### src/rtl/tx_arb_pkg.sv
// Shared types and defaults for the UART transmit arbiter.
// Holds the FSM state encoding and default sizing constants.
package tx_arb_pkg;

    typedef enum logic [1:0] {
        IDLE      = 2'd0,
        START     = 2'd1,
        WAIT_DONE = 2'd2
    } state_t;

    localparam int DEF_NREQ    = 4;
    localparam int DEF_TIMEOUT = 64;

endpackage

### src/rtl/tx_rr_picker.sv
// Combinational round-robin picker.
// Search begins one past the last grant and wraps modulo NREQ.
module tx_rr_picker #(
    parameter int NREQ = 4,
    parameter int GW   = $clog2(NREQ)
) (
    input  logic [NREQ-1:0] req,
    input  logic [GW-1:0]   last_grant,
    output logic            valid,
    output logic [GW-1:0]   winner
);

    always_comb begin
        valid  = 1'b0;
        winner = '0;
        for (int k = 1; k <= NREQ; k++) begin
            if (!valid && req[(int'(last_grant) + k) % NREQ]) begin
                valid  = 1'b1;
                winner = GW'((int'(last_grant) + k) % NREQ);
            end
        end
    end

endmodule

### src/rtl/tx_arbiter.sv
// Shares one UART transmitter among NREQ requesters (round-robin),
// drives the start strobe and watches for busy-rise timeout.
module tx_arbiter
    import tx_arb_pkg::*;
#(
    parameter int NREQ    = DEF_NREQ,
    parameter int TIMEOUT = DEF_TIMEOUT
) (
    input  logic                    clock,
    input  logic                    reset_n,
    input  logic [NREQ-1:0]         req,
    input  logic [8*NREQ-1:0]       req_data,
    output logic [NREQ-1:0]         ack,
    output logic                    Tx_start,
    output logic [7:0]              TxD_data,
    input  logic                    TxD_busy,
    output logic [$clog2(NREQ)-1:0] grant_id,
    output logic                    active,
    output logic                    frame_done,
    output logic                    timeout_err
);

    localparam int GW = $clog2(NREQ);
    localparam int CW = $clog2(TIMEOUT + 1);
    localparam logic [NREQ-1:0] ONE = NREQ'(1);

    state_t            r_state;
    logic [GW-1:0]     r_last;
    logic [CW-1:0]     r_cnt;
    logic [NREQ-1:0]   r_ack;
    logic              r_txs;
    logic [7:0]        r_data;
    logic [GW-1:0]     r_gid;
    logic              r_fd;
    logic              r_to;

    logic              w_valid;
    logic [GW-1:0]     w_winner;
    logic [7:0]        w_data;

    tx_rr_picker #(
        .NREQ (NREQ),
        .GW   (GW)
    ) u_pick (
        .req        (req),
        .last_grant (r_last),
        .valid      (w_valid),
        .winner     (w_winner)
    );

    assign w_data = req_data[{w_winner, 3'b000} +: 8];

    always_ff @(posedge clock or negedge reset_n) begin
        if (!reset_n) begin
            r_state <= IDLE;
            r_last  <= GW'(NREQ - 1);
            r_cnt   <= '0;
            r_ack   <= '0;
            r_txs   <= 1'b0;
            r_data  <= '0;
            r_gid   <= '0;
            r_fd    <= 1'b0;
            r_to    <= 1'b0;
        end else begin
            r_ack <= '0;
            r_fd  <= 1'b0;
            r_to  <= 1'b0;
            unique case (r_state)
                IDLE: begin
                    if (w_valid && !TxD_busy) begin
                        r_data  <= w_data;
                        r_gid   <= w_winner;
                        r_last  <= w_winner;
                        r_ack   <= ONE << w_winner;
                        r_cnt   <= '0;
                        r_txs   <= 1'b1;
                        r_state <= START;
                    end
                end
                START: begin
                    if (TxD_busy) begin
                        r_txs   <= 1'b0;
                        r_state <= WAIT_DONE;
                    end else if (r_cnt == CW'(TIMEOUT - 1)) begin
                        // This cycle would make TIMEOUT start-cycles in total.
                        r_txs   <= 1'b0;
                        r_to    <= 1'b1;
                        r_state <= IDLE;
                    end else if (r_cnt != CW'(TIMEOUT)) begin
                        r_cnt <= r_cnt + CW'(1);
                    end
                end
                WAIT_DONE: begin
                    if (!TxD_busy) begin
                        r_fd    <= 1'b1;
                        r_state <= IDLE;
                    end
                end
                default: r_state <= IDLE;
            endcase
        end
    end

    assign ack         = r_ack;
    assign Tx_start    = r_txs;
    assign TxD_data    = r_data;
    assign grant_id    = r_gid;
    assign active      = (r_state != IDLE);
    assign frame_done  = r_fd;
    assign timeout_err = r_to;

endmodule

### config.mk
export PLATFORM = sky130hd
export DESIGN_NAME = tx_arbiter
export DESIGN_NICKNAME = d
export VERILOG_FILES = /design/src/rtl/tx_arb_pkg.sv /design/src/rtl/tx_rr_picker.sv /design/src/rtl/tx_arbiter.sv
export SDC_FILE = /design/constraint.sdc
export NUM_CORES = 1
export LEC_CHECK = 0
export BUFFER_PORTS_ARGS = -buffer_cell sky130_fd_sc_hd__buf_2
export CAP_MARGIN = 15
export CORE_AREA = 4 4 80 82
export CTS_BUF_LIST = sky130_fd_sc_hd__clkbuf_2 sky130_fd_sc_hd__clkbuf_4 sky130_fd_sc_hd__clkbuf_8
export CTS_CLUSTER_DIAMETER = 120
export DETAILED_ROUTE_END_ITERATION = 8
export DIE_AREA = 0 0 84 86
export GPL_TIMING_DRIVEN = 0
export SLEW_MARGIN = 15
export SYNTH_ARGS = -nofsm -noshare
export SYNTH_HDL_FRONTEND = slang
export SYNTH_SLANG_ARGS = --single-unit
### constraint.sdc
create_clock -name clock -period 1.9 [get_ports clock]
set_input_delay 0.38 -clock clock [delete_from_list [all_inputs] [get_ports clock]]
set_output_delay 0.38 -clock clock [all_outputs]
set_load 0.005 [all_outputs]
==> flow_summary_export.csv <==
group,metric,value,unit
placed_design,hpwlAfterDp,3246,um
cells_and_area,area_growth_from_synthesis_to_final_layout,28.38,%
global_routing,grt_remaining_overflow,0,
pwr,static-leakage-power,1.010,nW
logic_synthesis,yosysWarnings,0,
logic_synthesis,synthCells,168,
clock_tree,numClockSinks,28,
floorplan,core_region_area,5746,um^2
cells_and_area,finish.net_count,276,
logic_synthesis,syn_avg_cell_area,10.02,um^2
min_path,holdCritPathClass,"input port to async pin",
drt,ant_nets,0,
timing,finalCriticalPeriod,1.800,ns
logic_synthesis,synth_cell_types,45,
global_routing,grt_pass1_vias,1545,
placed_design,io_buffers,56,
placed_design,placedInstanceArea,2058,um^2
flow_run,max-cap-violations,0,
timing,maxSlewHeadroom,53.36,%
drt,vias_per_cell,4.883,
floorplan,rows,28,
cells_and_area,final_common_cell,"buf_2",
cells_and_area,final_design_area_excluding_fillers,2162,um^2
clock_tree,post_cts_hold_buffer_count,0,
timing,tightestPinTransition,0.6922,ns
global_routing,busiest_layer,"met2",
global_routing,grt.met2_usage,22.56,%
critical_path,critical_path_required,2.11,ns
timing,finalWorstSetupSlack,0.1001,ns
global_routing,maximum_number_of_pins_on_one_net_before_global_route_repair,29,
global_routing,grt_util_met3,2.594,%
timing,fmax,0.5556,GHz
floorplan,die_area,7224,um^2
critical_path,setup.worst_path.end_class,"flip-flop",
timing,slew_viol_final,0,
global_routing,global_route.usage.total,12.65,%
critical_path,critical_path_class,"flip-flop to flip-flop",
timing,final.setup.tns,0,ns
global_routing,globalRouteMet1Util,15.52,%
placed_design,finalWeightedCongestion,0.7626,
timing,final-hold-violation-count,0,
pwr,power-per-cell-area,1023,nW/um^2
cells_and_area,most_frequent_cells_in_the_layout,"buf_2 (57), dfrtp_1 (26), o21ai_0 (15), nand2_1 (15), nor2_1 (11)",
global_routing,grt_antenna_before_repair,0,
drt,initialDrtViolationCount,82,
drt,vias,1509,
clock_tree,clock_path_buffers,2,
floorplan,top_level_ports,57,
clock_tree,cts.reportedPaths.clkPinSlew,0.10,ns
clock_tree,library_cell_used_as_clock_root_buffer,"clkbuf_8",
cells_and_area,post_route_cells_drive_above_1_share,41.03,%
drt,detail_route.first_pass.iterations,4,
floorplan,chipHeight,86,um
drt,totalWireLength,4480,um
clock_tree,tritoncts,"built",
timing,timing.clock.skew,0.004331,ns
logic_synthesis,ys_ff_latch,28,
floorplan,die_w,84,um
clock_tree,htree_levels,1,
timing,rsz0062_at_grt,"no",
logic_synthesis,syn_nets,209,
drt,detail_route.wl_per_cell,14.50,um
cells_and_area,final_util,37.63,%
critical_path,worstRegToRegCells,5,
cells_and_area,antennaDiodeCount,0,
floorplan,initial_utilization,29.31,%
critical_path,worstPathArrival,2.01,ns
drt,drc_viols,0,
outcome,status,"finished, final reports clean",
timing,setup_violations,0,
logic_synthesis,synth_area,1684,um^2
clock_tree,cts_buffers,3,
global_routing,grt_pass1_wl,7417,um
clock_tree,insertion_delay,0.27,ns
critical_path,setup.worst_path.start_class,"flip-flop",
timing,fin_crit_sh,94.73,%
critical_path,crit_path_max_fanout,8,
pwr,ir_drop,0.3789,mV
logic_synthesis,synthFlopType,"dfrtp_1",
logic_synthesis,synthArstFlopShare,100.0,%
placed_design,post-place-ws,-0.1354,ns
logic_synthesis,synth_sequential_area_ratio,41.75,%
logic_synthesis,synth_edf_count,0,
-- sequential cells by signal (all words and copies together) (netlist names) --
name / flops
r_cnt: 7
timeout_err: 1
frame_done: 1
grant_id: 2
r_last: 2
r_state: 2
ack: 4
TxD_data: 8
Tx_start: 1
-- cells by family (layout without fill, tap and decap cells) --
family          Yosys count  in the layout  share of synthesized area [%]
compound gates           53             54                          24.15
mux                       8              8                          4.755
flops                    28             28                          41.75
fa+ha+maj                 2              2                          1.486
simple gates             68             68                          23.92
buf+inv                   9             74                          3.937
-- path summary, 6_finish.rpt --
check / startpoint / endpoint / slack [ns]
max in group asynchronous: reset_n / TxD_data[4] / 1.38
min: reset_n / TxD_data[7] / 0.11
max reg2reg: r_last[0] / TxD_data[3] / 0.10
min in group clock: TxD_busy / frame_done / 0.30
max: r_last[0] / TxD_data[3] / 0.10
min reg2reg: grant_id[1] / grant_id[1] / 0.48
-- cells in the mapped netlist, drive strengths merged, types with 2 or more instances --
| library cell | number | area share, % |
|---|---|---|
| or2b | 2 | 0.89 |
| o31ai | 2 | 0.89 |
| nor2b | 2 | 1.2 |
| dfrtp | 26 | 39 |
| buf | 5 | 3.0 |
| o211ai | 8 | 5.1 |
| nor3 | 2 | 1.3 |
| inv | 3 | 0.67 |
| o21ai | 17 | 5.1 |
| a21oi | 7 | 3.4 |
| and4 | 8 | 4.2 |
| or2 | 4 | 1.5 |
| nor4 | 3 | 1.1 |
| o31a | 9 | 5.1 |
| ha | 2 | 1.5 |
| mux2i | 8 | 4.8 |
| nand4 | 2 | 0.74 |
| nor2 | 12 | 2.8 |
| nand2b | 5 | 1.9 |
| nand3 | 6 | 1.8 |
| o21a | 4 | 1.8 |
| dfstp | 2 | 3.1 |
| or4 | 3 | 1.3 |
| nand2 | 15 | 3.3 |
-- per-stage QoR --
stage          instances  hold WS (ns)  total power [mW]
3_3_place_gp         299        0.4441             1.795
4_1_cts              306        0.1350             2.222
5_1_grt              309        0.1493             2.394
2_1_floorplan        168       0.08441             1.495
6_report             309        0.1058             2.211
3_5_place_dp         299        0.4475             1.815
-- layout make-up --
cell class / instances / area [um^2]
fill: 617 / 3583
multi-input combinational: 132 / 925.9
sequential: 28 / 703.2
timing repair buffer: 61 / 317.8
tap: 75 / 93.84
clock buffer: 4 / 55.05
buffer: 6 / 55.05
inverter: 3 / 11.26
-- power breakdown --
part,internal (mW),total [mW],switching [mW]
Clock,0.186,0.380,0.194
Combinational,0.463,0.938,0.475
Sequential,0.774,0.893,0.119
-- per-layer routing --
metal / up-vias / routed length [um]
met5: - / 0
met4: 0 / 48
met3: 4 / 215
met2: 29 / 2258
met1: 709 / 1958
li1: 767 / -
-- worst max-delay path, cell delays in order (launching register included) --
cell	delay, ns
dfstp_2	0.58
nor2b_4	0.05
o21ai_0	0.56
and4_2	0.34
o21ai_0	0.12
o211ai_2	0.09
-- repair_timing --
| action | 4_1_cts | 5_1_grt |
|---|---|---|
| setup buffers | 3 | 2 |
| resized for setup | 0 | 1 |
| cloned | 0 | 1 |
| pin swaps | 2 | 2 |
| endpoints found under the setup margin | 6 | 13 |
No activity file was read; power rests on OpenSTA's default activity.
